**config.mk**
```make
export PLATFORM = sky130hd
export DESIGN_NAME = cruce_vehicular_param
export DESIGN_NICKNAME = d
export VERILOG_FILES = /design/src/rtl/cruce_vehicular_param.sv
export SDC_FILE = /design/constraint.sdc
export NUM_CORES = 1
export LEC_CHECK = 0
export CAP_MARGIN = 0
export CORE_MARGIN = 2
export CORE_UTILIZATION = 55
export DETAILED_ROUTE_END_ITERATION = 7
export PLACE_DENSITY = 0.81
export REMOVE_ABC_BUFFERS = 1
export SLEW_MARGIN = 20
export SYNTH_ARGS = -nofsm -noshare
export SYNTH_HDL_FRONTEND = slang
export SYNTH_HIERARCHICAL = 1
export SYNTH_SLANG_ARGS = --single-unit
```
**constraint.sdc**
```tcl
create_clock -name clk -period 4.6 [get_ports clk]
set_input_delay 0.92 -clock clk [delete_from_list [all_inputs] [get_ports clk]]
set_output_delay 0.92 -clock clk [all_outputs]
set_load 0.005 [all_outputs]
```
**src/rtl/cruce_vehicular_param.sv**
```systemverilog
// cruce_vehicular_param: N-approach intersection controller with demand
// sensors, round-robin skipping of idle approaches and an all-red clearance.
// Optional night flashing mode: define CRUCE_INTERMITENTE_EN (adds modo_noche).
// Lights are registered decodes of the next state, so the vehicle and
// pedestrian lights change on the same edge as the phase.

module cruce_via_luz (
  input  logic       es_verde,
  input  logic       es_amarillo,
  input  logic       es_noche,
  input  logic       sel,
  input  logic       flash,
  output logic [1:0] luz,
  output logic       peaton
);
  // Light and crossing of one approach, decoded from the next state
  always_comb begin
    luz = 2'b00;
    if (sel && es_verde)         luz = 2'b10;
    else if (sel && es_amarillo) luz = 2'b01;
    else if (es_noche && flash)  luz = 2'b01;
    peaton = es_verde && !sel;
  end
endmodule

module cruce_vehicular_param #(
  parameter int NUM_VIAS     = 2,
  parameter int T_VERDE      = 8,
  parameter int T_AMARILLO   = 3,
  parameter int T_TODOS_ROJO = 2,
  parameter int T_FLASH      = 4
) (
  input  logic                          clk,
  input  logic                          reset,
  input  logic                          enb,
  input  logic [NUM_VIAS-1:0]           sensor,
`ifdef CRUCE_INTERMITENTE_EN
  input  logic                          modo_noche,
`endif
  output logic [2*NUM_VIAS-1:0]         semaforo,
  output logic [NUM_VIAS-1:0]           peatonal,
  output logic [$clog2(NUM_VIAS)-1:0]   via_activa
);
  localparam int VW    = $clog2(NUM_VIAS);
  localparam int T_VA  = (T_VERDE > T_AMARILLO) ? T_VERDE : T_AMARILLO;
  localparam int T_RF  = (T_TODOS_ROJO > T_FLASH) ? T_TODOS_ROJO : T_FLASH;
  localparam int T_MAX = (T_VA > T_RF) ? T_VA : T_RF;
  localparam int CW    = $clog2(T_MAX + 1);
  localparam logic [2*NUM_VIAS-1:0] SEM_RST = (2*NUM_VIAS)'(2'b10);

  typedef enum logic [1:0] {
    VERDE      = 2'd0,
    AMARILLO   = 2'd1,
    TODOS_ROJO = 2'd2,
    NOCHE      = 2'd3
  } estado_e;

  estado_e               state_q, state_d;
  logic [CW-1:0]         cnt_q, cnt_d;
  logic [VW-1:0]         via_q, via_d, via_sig;
  logic                  flash_q, flash_d;
  logic [2*NUM_VIAS-1:0] semaforo_q, semaforo_d;
  logic [NUM_VIAS-1:0]   peatonal_q, peatonal_d;
  logic [NUM_VIAS-1:0]   sel_oh;
  logic [2*NUM_VIAS-1:0] rot;
  logic                  demanda_otra;
  logic                  es_verde, es_amarillo, es_noche;

  // State register; reset wins over enb, enb=0 freezes everything
  always_ff @(posedge clk) begin
    if (reset) begin
      state_q    <= VERDE;
      cnt_q      <= '0;
      via_q      <= '0;
      flash_q    <= 1'b0;
      semaforo_q <= SEM_RST;
      peatonal_q <= '0;
    end else if (enb) begin
      state_q    <= state_d;
      cnt_q      <= cnt_d;
      via_q      <= via_d;
      flash_q    <= flash_d;
      semaforo_q <= semaforo_d;
      peatonal_q <= peatonal_d;
    end
  end

  // Next green: first demanding approach after the current one, else k+1
  always_comb begin
    rot     = {sensor, sensor} >> via_q;
    via_sig = VW'((int'(via_q) + 1) % NUM_VIAS);
    for (int off = NUM_VIAS - 1; off >= 1; off--)
      if (rot[off]) via_sig = VW'((int'(via_q) + off) % NUM_VIAS);
  end

  assign demanda_otra = |(sensor & ~sel_oh);

  // Next-state: phase timing, green extension and night override
  always_comb begin
    state_d = state_q;
    cnt_d   = cnt_q + CW'(1);
    via_d   = via_q;
    flash_d = flash_q;
    case (state_q)
      VERDE: if (cnt_q == CW'(T_VERDE - 1)) begin
        cnt_d = '0;
        if (demanda_otra) state_d = AMARILLO;
      end
      AMARILLO: if (cnt_q == CW'(T_AMARILLO - 1)) begin
        state_d = TODOS_ROJO;
        cnt_d   = '0;
      end
      TODOS_ROJO: if (cnt_q == CW'(T_TODOS_ROJO - 1)) begin
        state_d = VERDE;
        cnt_d   = '0;
        via_d   = via_sig;
      end
`ifdef CRUCE_INTERMITENTE_EN
      NOCHE: if (!modo_noche) begin
        state_d = TODOS_ROJO;
        cnt_d   = '0;
      end else if (cnt_q == CW'(T_FLASH - 1)) begin
        cnt_d   = '0;
        flash_d = ~flash_q;
      end
`endif
      default: begin
        state_d = VERDE;
        cnt_d   = '0;
      end
    endcase
`ifdef CRUCE_INTERMITENTE_EN
    if (modo_noche && state_q != NOCHE) begin
      state_d = NOCHE;
      cnt_d   = '0;
      flash_d = 1'b1;
    end
`endif
  end

  // Output decode of the next state feeding the light registers
  always_comb begin
    es_verde    = (state_d == VERDE);
    es_amarillo = (state_d == AMARILLO);
    es_noche    = (state_d == NOCHE);
  end

  for (genvar i = 0; i < NUM_VIAS; i++) begin : g_via
    assign sel_oh[i] = (via_q == VW'(i));
    cruce_via_luz u_luz (
      .es_verde    (es_verde),
      .es_amarillo (es_amarillo),
      .es_noche    (es_noche),
      .sel         (via_d == VW'(i)),
      .flash       (flash_d),
      .luz         (semaforo_d[2*i +: 2]),
      .peaton      (peatonal_d[i])
    );
  end

  assign semaforo   = semaforo_q;
  assign peatonal   = peatonal_q;
  assign via_activa = via_q;
endmodule

```
* Yosys cells after proc, flatten, opt, wreduce, memory -nomap -nowiden
Cells that the tools add are included.
Storage, ports and cells: memory bits (read-only) 0, RAM bits 0, memories kept 0, logic and storage cells 41, register bits 13, output and inout port bits 7, bits in latches 0
Operators by class: divide/modulo/power cells 0, reduce and logical (&&, ||, !) cells 9, $lt $le $gt $ge 0, shift-type cells 0, bitwise gates (word level) 4, multipliers 0, multiplexer cells 15, add/sub/neg operators 2, eq/ne operators 6
Operators by type and width (count):
- $mux W2 | 6
- $mux W4 | 3
- $pmux W4 S3 | 1
- $pmux W2 S3 | 1
- $logic_and A1 B1 Y1 | 5
- $add A4 B1 Y4 const B | 1
- $eq A2 B1 Y1 const B | 2
- $eq A4 B1 Y1 const B | 1
- $eq A4 B2 Y1 const B | 1
- $eq A4 B3 Y1 const B | 1
- $logic_not A2 Y1 | 2
- $mux W1 | 4
- $and A2 B2 Y2 | 1
- $eq A2 B2 Y1 const B | 1
- $not A1 Y1 | 2
- $not A2 Y2 | 1
- $reduce_or A2 Y1 | 1
- $add A1 B1 Y1 const B | 1
- $logic_not A1 Y1 | 1

* Depth between registers and ports, before layout
Gate-level depths: netlist (run 1).
depth after elaboration 11, mapped depth 9

* Modules after synthesis
The synthesis (run 1) kept the hierarchy.
Modules (own cells, without submodules):
- cruce_vehicular_param | cells each 84, area an instance 755.7 sq um, sequential area each 260.2 sq um, instances 1
- cruce_via_luz | cells each 4, area an instance 31.3 sq um, sequential area each 0.0 sq um, instances 2

* Worst setup path after synthesis (run 1)
No wires, ideal clock.
path kind in2reg, start input sensor[0], end register semaforo_q[0] (netlist: semaforo[0]), library setup time 128 ps, slack 2778 ps, buffers on the path 0, stages 7, arrival 1694 ps, path through mux2i_1 -> a2bb2oi_1 -> nor2_1 -> a22oi_1 -> nor2_2 -> mux2i_1 -> nor2_1
On the way: word-level cells in the longest chain between the ends 9
Ends and longest elaborated chain:
- from (decl) | line 36 | input logic [NUM_VIAS-1:0] sensor,
- $and A2 B2 Y2 | line 96 | assign demanda_otra = |(sensor & ~sel_oh);
- $reduce_or A2 Y1 | line 96
- $mux W2 | line 107 | if (demanda_otra) state_d = AMARILLO;
- $mux W2 | line 105 | VERDE: if (cnt_q == CW'(T_VERDE - 1)) begin
- $pmux W2 S3 | line 104 | case (state_q)
- $eq A2 B1 Y1 | line 144 | es_amarillo = (state_d == AMARILLO);
- named net es_amarillo | line 67 | logic es_verde, es_amarillo, es_noche;
- $logic_and A1 B1 Y1 | line 20 | else if (sel && es_amarillo) luz = 2'b01;
- $mux W1 | line 20
- $mux W2 | line 19 | if (sel && es_verde) luz = 2'b10;
- named net semaforo_d[0] | line 62 | logic [2*NUM_VIAS-1:0] semaforo_q, semaforo_d;
- to (signal assigned) | line 83 | semaforo_q <= semaforo_d;
- to (decl) | line 62
The timed path passes the listed nets, and every way through them passes these cells. A chain may end at the register's enable or synchronous reset.

==> reports/results.txt, run 1 <==
Critical Path RT - 4790 ps
Crit end category - register
CP peak stage delay - 930 ps
Most common cell after layout, fill and taps aside - dfxtp_1
Die Wd - 42.6 um
WP data arrival - 2610 ps
Met3 usage - 3.88%
Worst skew pair latency - 280 ps
1st-iter DRT viols - 17
Synth warn - 6
Starting Density - 60.6%
DRC - 0
Area of the core - 0.00135 mm2
CTS tree - done
Routed WL per cell - 14.7 um
Tcrit/Tclk final - 52.7%
Hold Path Class - reg2reg
Cell Area, Synth - 818 um2
RSZ-0062 raised after global routing - false
Met2 usage - 34.8%
Simple-Gate Fraction of Synth Area - 28.7%
VDD IR max - 0.214 mV
Post-route insts no fill - 121
Overall global routing resource usage - 22.1%
Nets - 115
Yosys top cell area share - 31.8%
CTS Buffer Depth - 2
Vias per cell - 5.87
Share of cells above drive strength 1 - 11.3%
Hold_buf cts - 0
Slew Limit Headroom - 52.1%
Pleak - 0.372 nW
Drt total wl - 1780 um
Slew @ Worst Pin - 716 ps
CP Launch Type - primary input
Fmax achieved - 0.412 GHz
Synthesized flop and latch total - 13
Top cells by area, synth - dfxtp_1 32%, mux2i_1 8.6%, ha_1 4.6%
Post-route ant nets - 0
Root Buffer - clkbuf_4
Mux cell area share after synthesis - 8.56%
Fin util - 71.7%
Die footprint - 0.00181 mm2
Ports - 12
Register area share after synthesis - 31.8%
Fin. Hold Viols - 0
Main combinational cell family by area after synthesis - simple AND/OR/NAND/NOR gates
WHS - 493 ps
Crit path max-delay cell type - clkdlybuf4s50_1
Fin crit period - 2420 ps
Setup violators final - 0
GP Congestion - 0.851
Power, Total - 0.000218 W
CP Class - in2reg
Setup TNS - 0 ps
Crit-path max FO - 16
H-Tree Depth - 1
DR vias - 710
Syn avg cell area - 8.89 um2
Area leader, netlist - dfxtp_1
Outcome - finished, final reports clean
Largest net degree at the start of global routing - 17
Global-route wire length before repair - 3000 um
Row count - 13
Fin. max-slew vios - 0
Post-Synth Adder-Cell Area - 4.59%
Commonest non-fill, non-tap cells in the layout - 13 x dfxtp_1, 11 x clkdlybuf4s50_1, 8 x nor2_1
Clock Skews - 1.99 ps
Die Y - 42.6 um
Synth Area in Compound Gates - 19.9%
Antenna cells - 0
Crit path cell chain - clkdlybuf4s50_1 > inv_1 > or3_1 > o41ai_2
DR pass1 iterations - 4
# Max-Cap Violations - 0
CTS resizes - 0
Power per Cell Area - 225 mW/mm2
Clk sink count - 13
Vias in the first global route - 640
Post-Synth XOR/XNOR Area - 2.14%
Reg clk slew, reported paths - 80 ps
GR Overflow Total - 0
Port bufs - 11
Layer with the highest usage - met2
Gate Count Post-Synth - 92
Placed cell count - 117
CTS Buf Count - 3
DP HPWL - 1270 um
Unique masters post-synth - 38
Post-CTS Setup Inserts - 0
M1 GR Usage - 30.2%
Area Growth Syn to Fin - 18.3%
Initial antenna violation count - 0
==> cell type report <==
class | instances | area [um2]
Clock buffer | 4 | 26.3
Fill cell | 105 | 382
Inverter | 4 | 15.0
Multi-Input combinational cell | 74 | 538
Sequential cell | 13 | 260
Tap cell | 15 | 18.8
Timing Repair Buffer | 11 | 110
==> routing by layer <==
layer / up-vias / share of wire [%]
met2: 16 / 47
met1: 327 / 48
li1: 365 / -
met3: 2 / 3.7
met5: - / 0
met4: 0 / 1.5
==> flip-flops by register name (all words and copies together), names as in the netlist <==
signal	count
peatonal	2
semaforo	4
state_q	2
via_activa	1
cnt_q	4
==> synth_stat cells <==
| master | n |
|---|---|
| and2b_1 | 1 |
| nand2b_1 | 2 |
| a2bb2oi_1 | 1 |
| a22oi_1 | 3 |
| dfxtp_1 | 13 |
| nor2_1 | 8 |
| o21ba_1 | 1 |
| inv_1 | 4 |
| nor4bb_1 | 1 |
| nand3_1 | 2 |
| ha_1 | 3 |
| xnor2_1 | 1 |
| xor2_1 | 1 |
| mux2i_1 | 7 |
| o21ai_0 | 3 |
| o41ai_2 | 1 |
| nand2_1 | 5 |
| or4b_1 | 1 |
| a21o_1 | 1 |
| o32ai_1 | 4 |
| o2111ai_1 | 1 |
| a21oi_1 | 3 |
| a41oi_1 | 1 |
| and4bb_2 | 1 |
| or3b_2 | 1 |
| conb_1 | 1 |
| nor2_2 | 2 |
| nor3b_1 | 2 |
| and2b_2 | 2 |
| nor3_1 | 1 |
| and2_4 | 2 |
| nand4bb_1 | 1 |
| or3b_1 | 1 |
| buf_2 | 1 |
| clkbuf_1 | 3 |
| nand3b_1 | 2 |
| o21a_1 | 2 |
| or3_1 | 2 |
==> worst max-delay path: cells and delay by family <==
| family | cells | cell delay, ps |
|---|---|---|
| buffers and inverters | 2 | 1070 |
| AND/OR/NAND/NOR | 1 | 420 |
| AO/OA/AOI/OAI | 1 | 200 |
==> cell families after synthesis <==
| family | after synthesis |
|---|---|
| AO/OA/AOI/OAI | 21 |
| XOR/XNOR | 2 |
| adder cells (fa/ha/maj) | 3 |
| buffers and inverters | 8 |
| flip-flops | 13 |
| multiplexers | 7 |
| other | 1 |
| AND/OR/NAND/NOR | 37 |
==> where the power goes <==
group	internal, W	switching [W]
Clock	0.0000337	0.0000390
Sequential	0.000115	0.00000269
Combinational	0.0000134	0.0000140
==> through the flow <==
step	setup slack, ps	area, um2
3_3_place_gp	1970	942
4_1_cts	2160	968
5_1_grt	2050	968
2_1_floorplan	2790	813
6_report	2180	968
3_5_place_dp	1860	942
==> path summary, 6_finish.rpt <==
| kind | from | to | slack [ps] | depth (start not counted) |
|---|---|---|---|---|
| worst max register to register | cnt_q[0] | peatonal[1] | 2500 | 7 |
| worst min-delay path | semaforo[1] | semaforo[1] | 490 | 2 |
| worst max-delay path | enb | cnt_q[3] | 2180 | 4 |
| worst min register to register | semaforo[1] | semaforo[1] | 490 | 2 |
Note: power is estimated with default switching activity, not from simulation.
==> run 2: changes to the inputs <==
CORE_UTILIZATION = 52   (was 55)
PLACE_DENSITY = 0.77   (was 0.81)
clock period = 2.5 ns   (was 4.6 ns; I/O delays follow)
==> run 2 against run 1 <==
First-iteration DRC count decreased by 41%. Global-route usage decreased by 1.5 points. Sequential power increased by 83%. Highest routed layer unchanged. Critical endpoint is now peatonal[0]. Register-to-register slack got worse by 2000 ps. Total power increased by 84%. Die area increased by 5.2%. Worst setup slack got worse by 1700 ps. Via count decreased by 0.14%. Sequential cell count unchanged. Critical path depth increased by 3. Clock power increased by 84%. Sequential share of layout area decreased by 0.24 points.
==> reports/results.txt, run 2 (synthesis gave the netlist of run 1 again) <==
Hold Path Class - reg2reg
CTS Buffer Depth - 2
Vias in the first global route - 678
Reg clk slew, reported paths - 80 ps
Commonest non-fill, non-tap cells in the layout - 13 x dfxtp_1, 11 x clkdlybuf4s50_1, 8 x nor2_1
Crit end category - register
Seq pwr share - 53.9%
Setup TNS - 0 ps
DR pass1 iterations - 4
Worst skew pair latency - 280 ps
Worst path bufs/invs - 0
WP data arrival - 2190 ps
Share of cells above drive strength 1 - 12.1%
Die Wd - 43.7 um
Fin. max-slew vios - 0
Hold_buf cts - 0
Port bufs - 11
Area of the core - 0.00149 mm2
Post-CTS Setup Inserts - 0
Vias per cell - 5.76
H-Tree Depth - 1
Global-route wire length before repair - 2880 um
Crit path max-delay cell type - dfxtp_1
CTS resizes - 0
Gate power share - 12.7%
Critical Path RT - 2660 ps
Post-route ant nets - 0
Setup violators final - 0
Hold Crit Depth - 2
CP peak stage delay - 410 ps
Most common cell after layout, fill and taps aside - dfxtp_1
CP Launch Type - register
CP Class - reg2reg
Routed WL per cell - 13.7 um
DRC - 0
1st-iter DRT viols - 10
Register-to-register setup slack - 470 ps
Drt total wl - 1680 um
Area Growth Syn to Fin - 19.4%
Switching share of power - 25.5%
Fin area - 977 um2
HP Start - semaforo[1]
CTS Buf Count - 3
DP HPWL - 1270 um
Power per Cell Area - 411 mW/mm2
Nets - 116
Clk sink count - 13
Starting Density - 55.0%
Fin. Hold Viols - 0
Fin util - 65.6%
Fmax achieved - 0.493 GHz
Top delay family on crit path - simple AND/OR/NAND/NOR gates
Root Buffer - clkbuf_4
GP Congestion - 0.859
Worst flop-to-flop path startpoint - cnt_q[0]
Pint - 0.000299 W
Fin crit period - 2030 ps
Pleak - 0.377 nW
Ports - 12
Largest net degree at the start of global routing - 14
Clock Skews - 0.677 ps
Die Y - 43.7 um
Clock power frac - 33.3%
GR Overflow Total - 0
Placed inst area - 951 um2
Die footprint - 0.00191 mm2
Reg-to-Reg End - peatonal[0]
Antenna cells - 0
Power, Total - 0.000401 W
Initial antenna violation count - 0
WHS Endpoint - semaforo[1]
Overall global routing resource usage - 20.6%
CTS tree - done
FILL cells - 125
DR vias - 709
Outcome - finished, final reports clean
Crit path cell chain - ha_1 > nor3b_1 > nand3b_1 > xor2_1 > and2b_2 > mux2i_1 > nor2_1
Placed cell count - 119
Net Switching - 0.000102 W
Reg2Reg Depth - 7
# Max-Cap Violations - 0
Post-route insts no fill - 123
Tcrit/Tclk final - 81.2%
Crit-path max FO - 5
VDD IR max - 0.270 mV
Row count - 14
RSZ-0062 raised after global routing - false
[run 2: power groups by stage]
stage | combinational, W | clock [W] | sequential, W
2_1_floorplan | 0.0000279 | 0 | 0.000220
3_3_place_gp | 0.0000500 | 0 | 0.000221
3_5_place_dp | 0.0000509 | 0 | 0.000221
4_1_cts | 0.0000513 | 0.000141 | 0.000216
5_1_grt | 0.0000569 | 0.000145 | 0.000217
6_report | 0.0000511 | 0.000134 | 0.000216
[run 2: through the flow]
step                setup WS, ps  hold WS (ps)
floorplan                    697           466
detailed placement           479           470
finish                       471           488
global route                 265           508
CTS                          481           492
global placement             481           465
[run 2: routing by layer]
layer	up-vias	GRT usage (%)	share of wire, %
met3	4	3.75	3.3
met5	-	0	0
met1	326	24.1	47
met2	13	34.4	48
li1	366	-	-
met4	0	12.7	1.8
[run 2: layout make-up]
type | count | area (um2) | share of cell area, %
Clock buffer | 4 | 26.3 | 2.69
Inverter | 4 | 15.0 | 1.54
Multi-Input combinational cell | 74 | 538 | 55.1
Sequential cell | 13 | 260 | 26.6
Tap cell | 16 | 20.0 | 2.05
Timing Repair Buffer | 12 | 118 | 12.0
[run 2: worst max-delay path by stage]
stage               slack [ps]  startpoint          end  cells after the start
floorplan                  700    cnt_q[0]  peatonal[1]                      7
global placement           480       reset     cnt_q[1]                      4
detailed placement         480       reset     cnt_q[1]                      4
CTS                        480    cnt_q[0]  peatonal[0]                      7
global route               260    cnt_q[0]  semaforo[2]                      8
finish                     470    cnt_q[0]  peatonal[0]                      7
[run 2: tightest hold or removal path, cell delays in order, from the launching register on]
cell     delay [ps]
dfxtp_1         330
mux2i_1          70
nand2_1          60
==> run 3: changes to the inputs <==
CORE_UTILIZATION = 47   (was 52)
PLACE_DENSITY = 0.73   (was 0.77)
clock period = 1.8 ns   (was 2.5 ns; I/O delays follow)
==> run 3 against run 2 <==
Wire length up 38%. Sequential share of layout area down 4.3 points. Cell count up 15%. First-iteration DRC count rose to 5.1 times the previous value. Largest cell class unchanged.
==> reports/results.txt, run 3 (synthesis gave the netlist of run 1 again) <==
Outcome - finished, final reports clean
WHS Endpoint - semaforo[1]
CTS Buffer Depth - 2
Placed inst area - 0.00106 mm2
Initial antenna violation count - 0
Share of cells above drive strength 1 - 35.5%
Ports - 12
Register-to-register setup slack - 10 ps
HP Start - semaforo[1]
Power per Cell Area - 517 mW/mm2
Reg2Reg Depth - 9
Clk sink count - 13
Antenna cells - 0
Nets - 133
Fin area - 0.00118 mm2
1st-iter DRT viols - 51
Hold Crit Depth - 2
DR pass1 iterations - 4
Drt total wl - 2330 um
Post-route ant nets - 0
Vias per cell - 5.98
Overall global routing resource usage - 25.5%
CP Class - reg2reg
Clock Skews - 2.57 ps
Die footprint - 0.00209 mm2
CP Launch Type - register
H-Tree Depth - 1
Placed cell count - 134
Power, Total - 0.000610 W
Port bufs - 11
Area Growth Syn to Fin - 44.2%
Crit-path max FO - 3
CTS Buf Count - 3
Hold Path Class - reg2reg
CTS tree - done
Fin. max-slew vios - 0
Worst skew pair latency - 280 ps
Area of the core - 0.00169 mm2
Setup TNS - 0 ps
Routed WL per cell - 16.5 um
DP HPWL - 1520 um
DRC - 0
Row count - 15
Setup violators final - 0
Die Wd - 45.7 um
DR vias - 843
Root Buffer - clkbuf_4
Reg clk slew, reported paths - 80 ps
# Max-Cap Violations - 0
Largest net degree at the start of global routing - 14
Reg-to-Reg End - semaforo[0]
Fmax achieved - 0.560 GHz
Fin. Hold Viols - 0
Most common cell after layout, fill and taps aside - buf_4
Post-route insts no fill - 141
Tcrit/Tclk final - 99.3%
Critical Path RT - 1980 ps
Commonest non-fill, non-tap cells in the layout - 18 x buf_4, 11 x clkdlybuf4s50_1, 10 x dfxtp_1
Crit end category - register
WP data arrival - 1960 ps
Vias in the first global route - 768
Starting Density - 48.4%
Worst flop-to-flop path startpoint - cnt_q[0]
Die Y - 45.7 um
Pleak - 0.483 nW
Fin crit period - 1790 ps
VDD IR max - 0.400 mV
Global-route wire length before repair - 3740 um
GR Overflow Total - 0
GP Congestion - 0.855
RSZ-0062 raised after global routing - true
## run 3: how the worst max path moves through the flow
stage	from	to	slack, ps	cells after the start
3_5_place_dp	cnt_q[0]	semaforo[0]	-140	9
3_3_place_gp	enb	cnt_q[1]	20	4
6_report	cnt_q[0]	semaforo[0]	10	9
4_1_cts	cnt_q[1]	semaforo[0]	-1	9
5_1_grt	cnt_q[1]	semaforo[0]	-80	9
2_1_floorplan	cnt_q[0]	peatonal[1]	-3	7
## run 3: stage by stage
stage | hold slack [ps] | util, % | worst slack (ps)
after floorplan | 429 | - | -2.90
after global placement | 461 | 62.6 | 19.4
after detailed placement | 464 | 62.6 | -141
after CTS | 488 | 68.7 | -1.34
after global routing | 528 | 69.9 | -83.8
final | 484 | 69.9 | 13.2
## run 3: what timing repair did
action	in CTS	in global routing
endpoints found under the hold margin	0	0
hold buffers	0	0
gates cloned	0	0
pin swaps	4	4
buffers inserted	2	1
resized for setup	14	4
setup endpoints to repair	4	7
## run 3: critical path, stage by stage (launching register included)
cell       delay [ps]
dfxtp_2           350
inv_1              80
ha_1              170
or3b_4            390
a2bb2oi_2         180
nor2_2             70
a22oi_2           160
nor2_2             50
mux2i_1           170
nor2_1             70
## run 3: area by class of cell
cell class / count / area (um2)
clock buffer: 4 / 26.3
timing repair buffer: 29 / 245
sequential: 13 / 264
fill: 122 / 509
multi-input combinational: 74 / 608
tap: 17 / 21.3
inverter: 4 / 15.0
## run 3: layer usage
metal,wire (um),GRT usage (%),vias to the layer above,share of wire [%]
met1,1010,34.5,399,43
li1,-,-,399,-
met5,0,0,-,0
met3,165,5.95,6,7.1
met4,39,11.4,0,1.7
met2,1110,38.3,39,48
## run 3: power breakdown
group          total, W  leakage, nW  internal [W]  switching [W]
sequential     0.000301        0.107      0.000295     0.00000634
clock          0.000190       0.0150     0.0000861       0.000104
combinational  0.000119        0.362     0.0000665      0.0000526
